==> config.mk <==
export PLATFORM = sky130hd
export DESIGN_NAME = hazard_ctrl
export DESIGN_NICKNAME = d
export VERILOG_FILES = /design/src/rtl/hazard_pkg.sv /design/src/rtl/sat_counter.sv /design/src/rtl/hazard_ctrl.sv
export SDC_FILE = /design/constraint.sdc
export NUM_CORES = 1
export LEC_CHECK = 0
export CAP_MARGIN = 20
export CORE_MARGIN = 4
export CORE_UTILIZATION = 45
export DETAILED_ROUTE_END_ITERATION = 12
export PLACE_DENSITY = 0.77
export RECOVER_POWER = 50
export SLEW_MARGIN = 20
export SYNTH_ARGS = -nofsm -noshare
export SYNTH_HDL_FRONTEND = slang
export SYNTH_SLANG_ARGS = --single-unit
==> constraint.sdc <==
create_clock -name clk -period 5.7 [get_ports clk]
set_input_delay 1.71 -clock clk [delete_from_list [all_inputs] [get_ports clk]]
set_output_delay 1.71 -clock clk [all_outputs]
set_load 0.05 [all_outputs]
==> src/rtl/hazard_pkg.sv <==
// Hazard-control shared definitions: cause encoding, counter width default, load-use match.
// Pure declarations; no latency, no flow control.
package hazard_pkg;

    localparam int CNT_W_DEF = 16;

    typedef enum logic [2:0] {
        HZ_RUN        = 3'd0,
        HZ_LU_STALL   = 3'd1,
        HZ_REDIRECT   = 3'd2,
        HZ_MEM_WAIT   = 3'd3,
        HZ_FETCH_WAIT = 3'd4
    } hz_cause_t;

    // x0 is hardwired zero, so a load targeting it never creates a dependency.
    function automatic logic load_use_hit(
        input logic       mem_read,
        input logic [4:0] rd,
        input logic [4:0] rs1,
        input logic       use_rs1,
        input logic [4:0] rs2,
        input logic       use_rs2
    );
        return mem_read && (rd != 5'd0) &&
               ((use_rs1 && (rs1 == rd)) || (use_rs2 && (rs2 == rd)));
    endfunction

endpackage

==> src/rtl/sat_counter.sv <==
// Event counter that sticks at all-ones instead of wrapping; one-cycle update latency.
// No flow control: inc is sampled every cycle.
module sat_counter #(
    parameter int W = 16
) (
    input  logic         clk,
    input  logic         rst,
    input  logic         inc,
    output logic [W-1:0] cnt
);

    always_ff @(posedge clk or negedge rst) begin
        if (!rst) begin
            cnt <= '0;
        end else if (inc && (cnt != '1)) begin
            cnt <= cnt + W'(1);
        end
    end

endmodule

==> src/rtl/hazard_ctrl.sv <==
// Pipeline hazard controller: prioritised stall/flush decode (zero latency) plus registered cause,
// event counters and a sticky data-memory watchdog; pipeline enables are the backpressure it applies.
module hazard_ctrl
    import hazard_pkg::*;
#(
    parameter int CNT_W      = CNT_W_DEF,
    parameter int WDOG_LIMIT = 255
) (
    input  logic             clk,
    input  logic             rst,
    input  logic [4:0]       id_rs1,
    input  logic [4:0]       id_rs2,
    input  logic             id_use_rs1,
    input  logic             id_use_rs2,
    input  logic [4:0]       ex_rd,
    input  logic             ex_mem_read,
    input  logic             ex_redirect,
    input  logic             imem_ready,
    input  logic             dmem_req,
    input  logic             dmem_ready,
    output logic             pc_en,
    output logic             if_id_en,
    output logic             id_ex_en,
    output logic             ex_mem_en,
    output logic             if_id_flush,
    output logic             id_ex_flush,
    output logic             mem_wb_flush,
    output logic [2:0]       hz_state,
    output logic [CNT_W-1:0] stall_cnt,
    output logic [CNT_W-1:0] flush_cnt,
    output logic             timeout_err
);

    localparam logic [7:0] WDOG_LIM8 = 8'(WDOG_LIMIT);

    hz_cause_t  cause;
    hz_cause_t  cause_q;
    logic       mem_wait;
    logic       lu_hit;
    logic [7:0] wdog;

    assign mem_wait = dmem_req && !dmem_ready;
    assign lu_hit   = load_use_hit(ex_mem_read, ex_rd, id_rs1, id_use_rs1, id_rs2, id_use_rs2);

    // A frozen EX hides redirect and load-use; they are re-evaluated once the wait ends.
    always_comb begin
        cause = HZ_RUN;
        if (mem_wait)         cause = HZ_MEM_WAIT;
        else if (ex_redirect) cause = HZ_REDIRECT;
        else if (lu_hit)      cause = HZ_LU_STALL;
        else if (!imem_ready) cause = HZ_FETCH_WAIT;
    end

    always_comb begin
        pc_en        = 1'b0;
        if_id_en     = 1'b0;
        id_ex_en     = 1'b0;
        ex_mem_en    = 1'b0;
        if_id_flush  = 1'b0;
        id_ex_flush  = 1'b0;
        mem_wb_flush = 1'b0;
        if (rst) begin
            case (cause)
                HZ_MEM_WAIT: begin
                    mem_wb_flush = 1'b1;
                end
                HZ_REDIRECT: begin
                    {pc_en, if_id_en, id_ex_en, ex_mem_en} = 4'b1111;
                    if_id_flush = 1'b1;
                    id_ex_flush = 1'b1;
                end
                HZ_LU_STALL: begin
                    id_ex_en    = 1'b1;
                    ex_mem_en   = 1'b1;
                    id_ex_flush = 1'b1;
                end
                HZ_FETCH_WAIT: begin
                    {if_id_en, id_ex_en, ex_mem_en} = 3'b111;
                    if_id_flush = 1'b1;
                end
                default: begin
                    {pc_en, if_id_en, id_ex_en, ex_mem_en} = 4'b1111;
                end
            endcase
        end
    end

    always_ff @(posedge clk or negedge rst) begin
        if (!rst) begin
            cause_q     <= HZ_RUN;
            wdog        <= 8'd0;
            timeout_err <= 1'b0;
        end else begin
            cause_q <= cause;
            if (cause == HZ_MEM_WAIT) begin
                if (wdog != 8'hFF) begin
                    wdog <= wdog + 8'd1;
                    if ((wdog + 8'd1) == WDOG_LIM8) timeout_err <= 1'b1;
                end
            end else begin
                wdog <= 8'd0;
            end
        end
    end

    assign hz_state = cause_q;

    sat_counter #(.W(CNT_W)) u_stall_cnt (
        .clk (clk),
        .rst (rst),
        .inc ((cause == HZ_LU_STALL) || (cause == HZ_MEM_WAIT)),
        .cnt (stall_cnt)
    );

    sat_counter #(.W(CNT_W)) u_flush_cnt (
        .clk (clk),
        .rst (rst),
        .inc (cause == HZ_REDIRECT),
        .cnt (flush_cnt)
    );

endmodule

Yosys cells after proc, flatten, opt, wreduce, memory -nomap -nowiden

Cells that the tools add are included.

Input port bits: 24
Output and inout bits: 43
Register bits after elaboration: 44

Reduce and logical (&&, ||, !) cells: 16
$add $sub $neg: 3
Eq/ne operators: 11
Mux-type cells: 18

Operators with widths:

| cell                    | count |
|---|---|
| $add A16 B1 Y16 const B | 2 |
| $ne A16 B16 Y1 const B  | 2 |
| $mux W8                 | 2 |
| $mux W1                 | 12 |
| $mux W3                 | 4 |
| $eq A5 B5 Y1            | 2 |
| $add A8 B1 Y8 const B   | 1 |
| $eq A8 B8 Y1 const B    | 1 |
| $ne A8 B8 Y1 const B    | 1 |
| $logic_and A1 B1 Y1     | 7 |
| $eq A3 B2 Y1 const B    | 2 |
| $reduce_or A2 Y1        | 3 |
| $reduce_bool A5 Y1      | 1 |
| $eq A3 B1 Y1 const B    | 1 |
| $eq A3 B3 Y1 const B    | 1 |
| $reduce_and A3 Y1       | 1 |
| $reduce_or A3 Y1        | 1 |
| $logic_or A1 B1 Y1      | 2 |
| $ne A2 B1 Y1 const B    | 1 |
| $logic_not A1 Y1        | 1 |

Logic depth before layout (Yosys ltp)

Gate-level depths: netlist (run 1).

Depth after elaboration: 11
Mapped depth: 7

By module

A second synthesis (run 1) with hierarchy kept.

Cells, all modules: 233
Area, all modules: 2542.4 sq um

By module, submodules not included:

| module      | sequential area each (sq um) | cells an instance | instances | area each (sq um) |
|---|---|---|---|---|
| sat_counter | 400.4                        | 72                | 2         | 859.6 |
| hazard_ctrl | 300.3                        | 89                | 1         | 823.3 |

Worst setup path before layout (run 1)

No wires, ideal clock.

Path type: input port to output port
Start: in ex_rd[2]
End: out id_ex_flush
Path slack: 0.621 ns
Data arrival time: 3.369 ns
Cell stages on the path: 5
Cell sequence: xor2_1 nor4_2 a32oi_1 or2_2 a21oi_1

Cells in the longest elaborated chain, start to end: 11
Elaborated cells between the ends (all ways): 16
Classes of those cells: eq/ne: 4; mux: 5; reduce/logical: 7

Ends and longest elaborated chain:

| what                                                | RTL line          | text |
|---|---|---|
| from (decl)                                         | hazard_ctrl.sv:15 | `input logic [4:0] ex_rd,` |
| $eq A5 B5 Y1                                        | hazard_pkg.sv:25  | `((use_rs1 && (rs1 == rd)) \|\| (use_rs2 && (rs2 == rd)));` |
| $logic_and A1 B1 Y1                                 | hazard_pkg.sv:25  |  |
| $logic_or A1 B1 Y1                                  | hazard_pkg.sv:25  |  |
| $logic_and A1 B1 Y1 *                               | hazard_pkg.sv:24  | `return mem_read && (rd != 5'd0) &&` |
| $mux W3 *                                           | hazard_ctrl.sv:50 | `else if (lu_hit) cause = HZ_LU_STALL;` |
| $mux W3 *                                           | hazard_ctrl.sv:49 | `else if (ex_redirect) cause = HZ_REDIRECT;` |
| $mux W3 *                                           | hazard_ctrl.sv:48 | `if (mem_wait) cause = HZ_MEM_WAIT;` |
| $eq A3 B1 Y1 / $eq A3 B2 Y1 (equally long branches) | hazard_ctrl.sv:63 | `case (cause)` |
| $reduce_or A2 Y1 (no line) *                        | --                |  |
| $mux W1 *                                           | hazard_ctrl.sv:63 |  |
| $mux W1 *                                           | hazard_ctrl.sv:62 | `if (rst) begin` |
| to (decl)                                           | hazard_ctrl.sv:26 | `output logic id_ex_flush,` |

Mark *: on every way between the ends. The rest lies on a longest branch, timed or not.

Worst setup path in the final report (run 1)

Ends and elaborated chain as after synthesis.

==> results of run 1 <==
==> state kept, by name (all words and copies together) (netlist names) <==
signal / flops
u_flush_cnt.cnt: 16
wdog: 8
hz_state: 3
timeout_err: 1
u_stall_cnt.cnt: 16
==> routing by layer <==
layer  vias up  global-route usage (%)  part of all wire (%)
met5         -                       0                     0
met4         0                    6.01                   1.6
met3        11                    4.54                   4.6
met2        50                    29.0                    50
met1       883                    21.7                    43
li1        898                       -                     -
==> report_power, final <==
part           leakage (nW)  total (mW)  switching, mW  internal (mW)
clock network        0.0410       0.184          0.100         0.0835
logic                 0.740       0.426          0.273          0.153
registers             0.575       0.427         0.0660          0.361
total                  1.36        1.04          0.439          0.597
==> worst max-delay path: stages <==
cell	delay, ns
clkdlybuf4s50_1	0.47
xor2_1	0.20
nor4_2	0.30
a32oi_1	0.17
or2_2	0.35
a21oi_1	0.25
buf_12	0.18
==> path summary, 6_finish.rpt <==
| path | from | end | depth (start not counted) |
|---|---|---|---|
| hold reg to reg | u_flush_cnt.cnt[10]$_DFFE_PN0P_ | u_flush_cnt.cnt[10]$_DFFE_PN0P_ | 1 |
| hold / removal | u_flush_cnt.cnt[10]$_DFFE_PN0P_ | u_flush_cnt.cnt[10]$_DFFE_PN0P_ | 1 |
| setup reg to reg | u_stall_cnt.cnt[6]$_DFFE_PN0P_ | u_stall_cnt.cnt[7]$_DFFE_PN0P_ | 6 |
| min in group asynchronous | rst | wdog[6]$_DFFE_PN0P_ | 2 |
| setup / recovery | ex_rd[2] | id_ex_flush | 7 |
| max in group asynchronous | rst | u_stall_cnt.cnt[9]$_DFFE_PN0P_ | 2 |
==> through the flow <==
step | setup slack [ns] | hold slack, ns | instance area (um^2) | std cells | total power [mW]
6_report | 0.353 | 0.482 | 3130 | 356 | 1.04
5_1_grt | 0.228 | 0.499 | 3130 | 356 | 1.09
4_1_cts | 0.346 | 0.489 | 3130 | 356 | 1.05
3_5_place_dp | 0.347 | 0.464 | 3050 | 349 | 0.865
3_3_place_gp | 0.424 | 0.454 | 3050 | 349 | 0.859
2_1_floorplan | 0.621 | 0.492 | 2290 | 218 | 0.699
==> kinds of logic after synthesis <==
| kind of cell | count (synthesis) |
|---|---|
| buffers and inverters | 12 |
| and+or+nand+nor | 92 |
| xor gates and xnor gates | 44 |
| AOI/OAI and AO/OA | 18 |
| muxes | 4 |
| adders and majority gates | 4 |
| DFF | 44 |
==> area by class of cell <==
class	count	share of cell area, %
tap	67	2.68
sequential	44	35.2
clock buffer	6	2.32
inverter	8	0.960
multi-input combinational	162	36.2
clock inverter	1	0.160
timing repair buffer	68	22.4
==> placed cells by master, fill, tap and decap left out, types with 3 or more instances in the layout <==
cell             instances
clkdlybuf4s50_1         50
ha_1                     4
nand3_1                 13
clkbuf_8                 5
xor2_1                  25
nand4_1                  8
nor2_1                  16
nand2_1                 20
inv_1                    8
or3_1                    3
buf_4                    3
buf_12                   4
nor3_1                   8
dlygate4sd3_1            9
and3_1                   4
mux2_2                   3
a21oi_1                  7
dfrtp_1                 44
xnor2_1                 19
==> impl_metrics.py, run 1 <==
metrics = {
    "outcome": {
        "status": "finished, final reports clean",
    },
    "grt": {
        "grt_max_degree": 46,
        "grt_usage_pct": 17.4,
        "overflow": 0,
        "grt_pass1_wl_um": 8650,
        "antenna_found_initial": 0,
        "grt_pass1_vias": 1881,
    },
    "power_and_ir_drop": {
        "p_leak_nw": 1.36,
        "power_density_mw_per_mm2": 331,
        "worst_ir_drop_vdd_v": 0.000230,
    },
    "drt": {
        "drt_first_pass_iters": 4,
        "wl_per_cell_um": 14.3,
        "viasPerCell": 5.17,
        "drt-initial-drc-count": 69,
        "vias": 1842,
        "ant_nets": 0,
        "finalWirelength_um": 5080,
        "drc_errors": 0,
    },
    "timing": {
        "finalSetupViolations": 0,
        "fin_setup_tns_ns": 0,
        "finalMaxSlewViolations": 0,
        "max_slew_margin_pct": 55.8,
        "rsz0062_at_grt": "false",
        "max_freq_mhz": 187,
        "hold_viol": 0,
        "fin_crit_sh_pct": 93.8,
        "period_needed_ns": 5.35,
        "skew_ns": 0.00649,
        "worstMarginPinSlew_ns": 0.663,
    },
    "placement": {
        "globalplace.congestion": 0.841,
        "port_buffers": 66,
        "dp_hpwl_um": 3860,
    },
    "floorplan": {
        "core_mm2": 0.00482,
        "initial_utilization_pct": 47.6,
        "dieHeight_um": 79.4,
        "die_w_um": 79.4,
        "rows": 25,
        "io_pins": 67,
        "fp.dieArea_mm2": 0.00630,
    },
    "clock_network": {
        "clock_sinks": 44,
        "clockBufferDepth": 2,
        "cts_tree": "yes",
        "cts_resized": 0,
        "clk_pin_slew_ns": 0.08,
        "cts_hold_buf": 0,
        "insertion_delay_ns": 0.29,
        "numCtsBuffers": 5,
        "cts_setup_buffers": 0,
        "htree_levels": 2,
        "clock-root-buffer": "clkbuf_8",
    },
    "setup_path": {
        "crit_fanout": 4,
        "start_kind": "input pin",
        "reg2reg_setup_slack_ns": 3.71,
        "endpoint_kind": "output pin",
        "path_class": "in2out",
        "worstPathRequired_ns": 3.99,
        "critPathArrivalTime_ns": 3.64,
    },
    "cells_and_area": {
        "nFillCells": 415,
        "num_antenna_cells": 0,
        "drive_gt1_share_pct": 9.34,
        "syn_to_final_growth_pct": 36.5,
        "seq_area_mm2": 0.00110,
        "postLayoutCoreUtil_pct": 64.9,
        "nets": 317,
        "multi_input_area_mm2": 0.00113,
    },
    "yosys": {
        "netlist_instances": 218,
        "yosysMostFrequentCell": "dfrtp_1",
        "ys_ff_latch": 44,
        "synth-xor-area-share_pct": 16.8,
        "yosys-top-cells-area": "dfrtp_1, xor2_1, xnor2_1, nand2_1, nand3_1",
        "ys_warn_count": 0,
        "synth_top_family_by_area": "simple AND/OR/NAND/NOR gates",
        "synth_compound_gate_area_share_pct": 5.13,
        "synth_flop_cell": "dfrtp_1",
        "synth_area_leader_cell": "dfrtp_1",
        "synthSimpleGateAreaFrac_pct": 23.4,
        "synth_top_area_share_pct": 48.1,
        "synth_cell_types": 39,
        "seq_area_frac_synth_pct": 48.1,
        "synth_edf_count": 0,
        "yosys-top-cells-count": "dfrtp_1, xor2_1, nand2_1",
        "synth_nets": 246,
        "synthMuxAreaShare_pct": 1.97,
        "synth_async_sr_flop_share_pct": 100,
        "synth_area_mm2": 0.00229,
        "syn_avg_cell_area_um2": 10.5,
        "synth_fa_ha_area_share_pct": 2.18,
    },
    "min_path": {
        "hold_path.class": "reg2reg",
    },
    "job": {
        "cap_violations": 0,
    },
}
Power figures use the tool's default switching activity.
==> run 2: changes to the inputs <==
==> constraint.sdc (replaced) <==
create_clock -name clk -period 5.4 [get_ports clk]
set_input_delay 1.62 -clock clk [delete_from_list [all_inputs] [get_ports clk]]
set_output_delay 1.62 -clock clk [all_outputs]
set_load 0.05 [all_outputs]
==> impl_metrics.py, run 2 (synthesized netlist as in run 1, its figures left out) <==
metrics = {
    "outcome": {
        "status": "finished, final reports clean",
    },
    "min_path": {
        "hold_path.class": "reg2reg",
    },
    "timing": {
        "skew_ns": 0.00385,
        "period_needed_ns": 5.14,
        "fin_setup_tns_ns": 0,
        "max_freq_mhz": 194,
        "fin_crit_sh_pct": 95.2,
        "finalSetupViolations": 0,
        "rsz0062_at_grt": "false",
        "worstMarginPinSlew_ns": 0.670,
        "hold_viol": 0,
        "max_slew_margin_pct": 55.3,
        "finalMaxSlewViolations": 0,
    },
    "power_and_ir_drop": {
        "finalPower_mw": 1.15,
        "power_density_mw_per_mm2": 360,
        "worst_ir_drop_vdd_v": 0.000279,
        "p_leak_nw": 1.37,
    },
    "drt": {
        "drt-initial-drc-count": 76,
        "viasPerCell": 5.12,
        "drt_first_pass_iters": 4,
        "finalWirelength_um": 4940,
        "ant_nets": 0,
        "drc_errors": 0,
        "vias": 1828,
        "wl_per_cell_um": 13.8,
    },
    "cells_and_area": {
        "reg_top3": "u_flush_cnt.cnt: 16 flops, u_stall_cnt.cnt: 16 flops, wdog: 8 flops",
        "syn_to_final_growth_pct": 38.9,
        "nets": 317,
        "layout_commonest_cell": "clkdlybuf4s50_1",
        "final_cell_mix": "clkdlybuf4s50_1, dfrtp_1, xor2_1",
        "nFillCells": 431,
        "num_antenna_cells": 0,
        "drive_gt1_share_pct": 9.31,
    },
    "floorplan": {
        "rows": 25,
        "fp.dieArea_mm2": 0.00630,
        "io_pins": 67,
        "dieHeight_um": 79.4,
        "die_w_um": 79.4,
        "initial_utilization_pct": 47.6,
        "core_mm2": 0.00482,
    },
    "clock_network": {
        "cts_setup_buffers": 0,
        "clk_pin_slew_ns": 0.08,
        "clock-root-buffer": "clkbuf_8",
        "htree_levels": 2,
        "insertion_delay_ns": 0.29,
        "clockBufferDepth": 2,
        "cts_tree": "yes",
        "cts_resized": 0,
        "cts_hold_buf": 0,
        "clock_sinks": 44,
        "numCtsBuffers": 5,
    },
    "setup_path": {
        "start_kind": "input pin",
        "worstPathRequired_ns": 3.78,
        "critPathArrivalTime_ns": 3.52,
        "crit_fanout": 4,
        "endpoint_kind": "output pin",
        "path_class": "in2out",
    },
    "placement": {
        "dp_hpwl_um": 3750,
        "port_buffers": 66,
        "globalplace.congestion": 0.840,
    },
    "grt": {
        "grt_pass1_wl_um": 8540,
        "grt_pass1_vias": 1841,
        "antenna_found_initial": 0,
        "grt_max_degree": 46,
        "overflow": 0,
        "grt_usage_pct": 17.2,
    },
    "job": {
        "cap_violations": 0,
    },
}
-- run 2: cell types whose count changed in the layout (fill, tap and decap cells not counted) --
cell             delta
bufinv_16           +1
clkdlybuf4s50_1     +2
clkbuf_1            +1
buf_12              +2
dlygate4sd3_1       -2
buf_2               -1
buf_4               -2
-- run 2: worst paths after layout --
kind,startpoint,endpoint,slack [ns],cells after the start
worst max-delay path,ex_rd[1],if_id_flush,0.26,7
worst min-delay path,u_flush_cnt.cnt[10]$_DFFE_PN0P_,u_flush_cnt.cnt[10]$_DFFE_PN0P_,0.48,1
worst max register to register,u_stall_cnt.cnt[3]$_DFFE_PN0P_,u_stall_cnt.cnt[7]$_DFFE_PN0P_,3.40,6
worst min register to register,u_flush_cnt.cnt[10]$_DFFE_PN0P_,u_flush_cnt.cnt[10]$_DFFE_PN0P_,0.48,1
max in group asynchronous,rst,u_stall_cnt.cnt[6]$_DFFE_PN0P_,3.59,2
min in group asynchronous,rst,wdog[3]$_DFFE_PN0P_,1.42,2
-- run 2: routing by layer --
metal	global-route usage [%]	routed length, um	part of all wire (%)
met5	0	0	0
met4	4.64	44	0.89
met3	4.54	264	5.3
met2	30.1	2510	51
met1	20.8	2120	43
-- run 2: stage by stage --
step / utilization [%] / cell area, um^2 / instances / hold WS [ns] / setup slack, ns
final: 66.1 / 3180 / 357 / 0.483 / 0.257
after floorplan: - / 2290 / 218 / 0.492 / 0.501
after CTS: 66.2 / 3190 / 357 / 0.487 / 0.237
after global routing: 66.1 / 3180 / 357 / 0.500 / 0.129
after global placement: 63.9 / 3080 / 349 / 0.456 / 0.305
after detailed placement: 63.9 / 3080 / 349 / 0.461 / 0.242
-- run 2: power breakdown --
group          internal, mW  leakage [nW]  switching [mW]
registers             0.381         0.575          0.0711
clock network         0.137        0.0552           0.106
logic                 0.164         0.741           0.287
total                 0.682          1.37           0.464
-- run 2: cell type report --
type	instances	area, um^2	area share [%]
multi-input combinational	162	1130	35.6
inverter	8	30.0	0.944
clock buffer	6	72.6	2.28
tap	67	83.8	2.63
timing repair buffer	68	726	22.8
clock inverter	2	35.0	1.10
sequential	44	1100	34.6
-- run 2: worst max-delay path, cell delays in order --
cell and delay (ns):
clkdlybuf4s50_1 0.47, or4_1 0.56, o21ai_1 0.16, or2_2 0.16, nand2b_1 0.09, a21oi_1 0.28
buf_12 0.18
==> run 3: changes to the inputs <==
--- a/config.mk
+++ b/config.mk
@@ -6,11 +6,13 @@
 export NUM_CORES = 1
 export LEC_CHECK = 0
 export CAP_MARGIN = 20
+export CORE_ASPECT_RATIO = 1.25
 export CORE_MARGIN = 4
 export CORE_UTILIZATION = 45
 export DETAILED_ROUTE_END_ITERATION = 12
 export PLACE_DENSITY = 0.77
 export RECOVER_POWER = 50
+export SETUP_SLACK_MARGIN = 0.05
 export SLEW_MARGIN = 20
 export SYNTH_ARGS = -nofsm -noshare
 export SYNTH_HDL_FRONTEND = slang
==> impl_metrics.py, run 3 (synthesized netlist as in run 1, its figures left out) <==
metrics = {
    "outcome": {
        "status": "finished, final reports clean",
    },
    "cells_and_area": {
        "nFillCells": 398,
        "syn_to_final_growth_pct": 37.5,
        "num_antenna_cells": 0,
        "layout_commonest_cell": "clkdlybuf4s50_1",
        "stdcell_area_mm2": 0.00315,
        "drive_gt1_share_pct": 9.00,
        "reg_top3": "u_flush_cnt.cnt: 16 flops, u_stall_cnt.cnt: 16 flops, wdog: 8 flops",
        "final_cell_mix": "clkdlybuf4s50_1, dfrtp_1, xor2_1",
        "nets": 317,
    },
    "floorplan": {
        "dieHeight_um": 87.8,
        "die_w_um": 71.8,
        "fp.dieArea_mm2": 0.00630,
        "rows": 28,
        "initial_utilization_pct": 47.4,
        "core_mm2": 0.00483,
        "io_pins": 67,
    },
    "power_and_ir_drop": {
        "worst_ir_drop_vdd_v": 0.000227,
        "power.internal_mw": 0.725,
        "power_density_mw_per_mm2": 377,
        "p_leak_nw": 1.36,
        "swShare_pct": 38.9,
        "power_frac_comb_pct": 37.7,
        "pwr-share-seq_pct": 38.1,
        "p_clk_share_pct": 24.2,
        "switchingPower_mw": 0.462,
    },
    "min_path": {
        "whs_path_depth": 1,
        "worstHoldStart": "timeout_err$_DFFE_PN0P_",
        "min_to": "timeout_err$_DFFE_PN0P_",
        "hold_path.class": "reg2reg",
    },
    "grt": {
        "antenna_found_initial": 0,
        "grt_usage_pct": 16.2,
        "grt_pass1_vias": 1792,
        "grt_pass1_wl_um": 8020,
        "grt_max_degree": 46,
        "overflow": 0,
    },
    "setup_path": {
        "critPathSlowestCell": "clkdlybuf4s50_1",
        "worstPathRequired_ns": 3.78,
        "path_class": "in2out",
        "r2r_start": "u_stall_cnt.cnt[3]$_DFFE_PN0P_",
        "reg2reg_to": "u_stall_cnt.cnt[1]$_DFFE_PN0P_",
        "critPathLaunch": "ex_rd[2]",
        "max_stage_delay_ns": 0.47,
        "endpoint_kind": "output pin",
        "cp_cell_sequence": "clkdlybuf4s50_1, xor2_1, nor4_1, a32oi_1, or2_2, a21oi_1, buf_12",
        "reg2reg_setup_slack_ns": 3.38,
        "start_kind": "input pin",
        "crit_family": "buffers and inverters",
        "crit_fanout": 4,
        "ff2ff_path_depth": 5,
        "critPathBufInv": 2,
        "critPathArrivalTime_ns": 3.52,
    },
    "timing": {
        "fin_crit_sh_pct": 95.3,
        "worstMarginPinSlew_ns": 0.696,
        "rsz0062_at_grt": "false",
        "max_freq_mhz": 194,
        "finalSetupViolations": 0,
        "hold_viol": 0,
        "max_slew_margin_pct": 53.6,
        "skew_ns": 0.00562,
        "fin_setup_tns_ns": 0,
        "period_needed_ns": 5.14,
        "finalMaxSlewViolations": 0,
    },
    "clock_network": {
        "numCtsBuffers": 5,
        "htree_levels": 2,
        "cts_hold_buf": 0,
        "cts_setup_buffers": 0,
        "clk_pin_slew_ns": 0.07,
        "insertion_delay_ns": 0.29,
        "cts_resized": 0,
        "clockBufferDepth": 2,
        "cts_tree": "yes",
        "clock-root-buffer": "clkbuf_8",
        "clock_sinks": 44,
    },
    "drt": {
        "drt_first_pass_iters": 4,
        "ant_nets": 0,
        "drc_errors": 0,
        "finalWirelength_um": 4830,
        "viasPerCell": 5.25,
        "wl_per_cell_um": 13.8,
        "drt-initial-drc-count": 65,
        "vias": 1831,
    },
    "placement": {
        "port_buffers": 66,
        "dpl_cell_area_mm2": 0.00303,
        "globalplace.congestion": 0.776,
        "dp_hpwl_um": 3800,
    },
    "job": {
        "cap_violations": 0,
    },
}
## run 3: changes by cell type in the layout (fill, tap and decap cells not counted), sizes merged
cell | before | now
clkbuf | 8 | 7
dlygate4sd3 | 7 | 5
clkinv | 1 | 0
bufinv | 1 | 2
clkdlybuf4s50 | 52 | 54
## run 3: power by group through the flow
stage / logic, mW / clock network [mW] / registers [mW]
floorplan: 0.112 / 0 / 0.626
global placement: 0.445 / 0 / 0.458
detailed placement: 0.455 / 0 / 0.460
CTS: 0.455 / 0.295 / 0.454
global route: 0.475 / 0.314 / 0.466
finish: 0.447 / 0.287 / 0.453
## run 3: how the worst max path moves through the flow
stage | end | depth (start not counted)
floorplan | id_ex_flush | 5
global placement | id_ex_flush | 7
detailed placement | id_ex_flush | 7
CTS | id_ex_flush | 7
global route | id_ex_flush | 7
finish | id_ex_flush | 7
## run 3: worst reg2reg max path: stages (launching register included)
cell,delay [ns]
dfrtp_1,0.43
and3_1,0.27
nand4_1,0.24
or3_1,0.50
nand2_1,0.14
mux2_1,0.32
## run 3: routing by layer
metal	global-route usage [%]	vias up	routed length [um]
met5	0	-	0
met4	7.01	0	66
met3	4.48	5	359
met2	28.0	58	2480
met1	18.6	870	1930
li1	-	898	-
## run 3: cell type report
type                            count  area [um^2]  area share, %
Clock buffer                        5         68.8           2.18
Clock inverter                      2         60.1           1.91
Inverter                            8         30.0          0.953
Multi-Input combinational cell    162         1130           35.8
Sequential cell                    44         1100           34.9
Tap cell                           60         75.1           2.38
Timing Repair Buffer               68          688           21.8
## run 3: through the flow
step | hold slack, ns | instances | utilization, % | setup WS [ns] | total power, mW
floorplan | 0.492 | 218 | - | 0.501 | 0.738
global placement | 0.459 | 342 | 62.7 | 0.315 | 0.904
detailed placement | 0.459 | 342 | 62.7 | 0.272 | 0.914
CTS | 0.476 | 349 | 65.4 | 0.262 | 1.20
global route | 0.511 | 349 | 65.2 | 0.0672 | 1.26
finish | 0.463 | 349 | 65.2 | 0.256 | 1.19
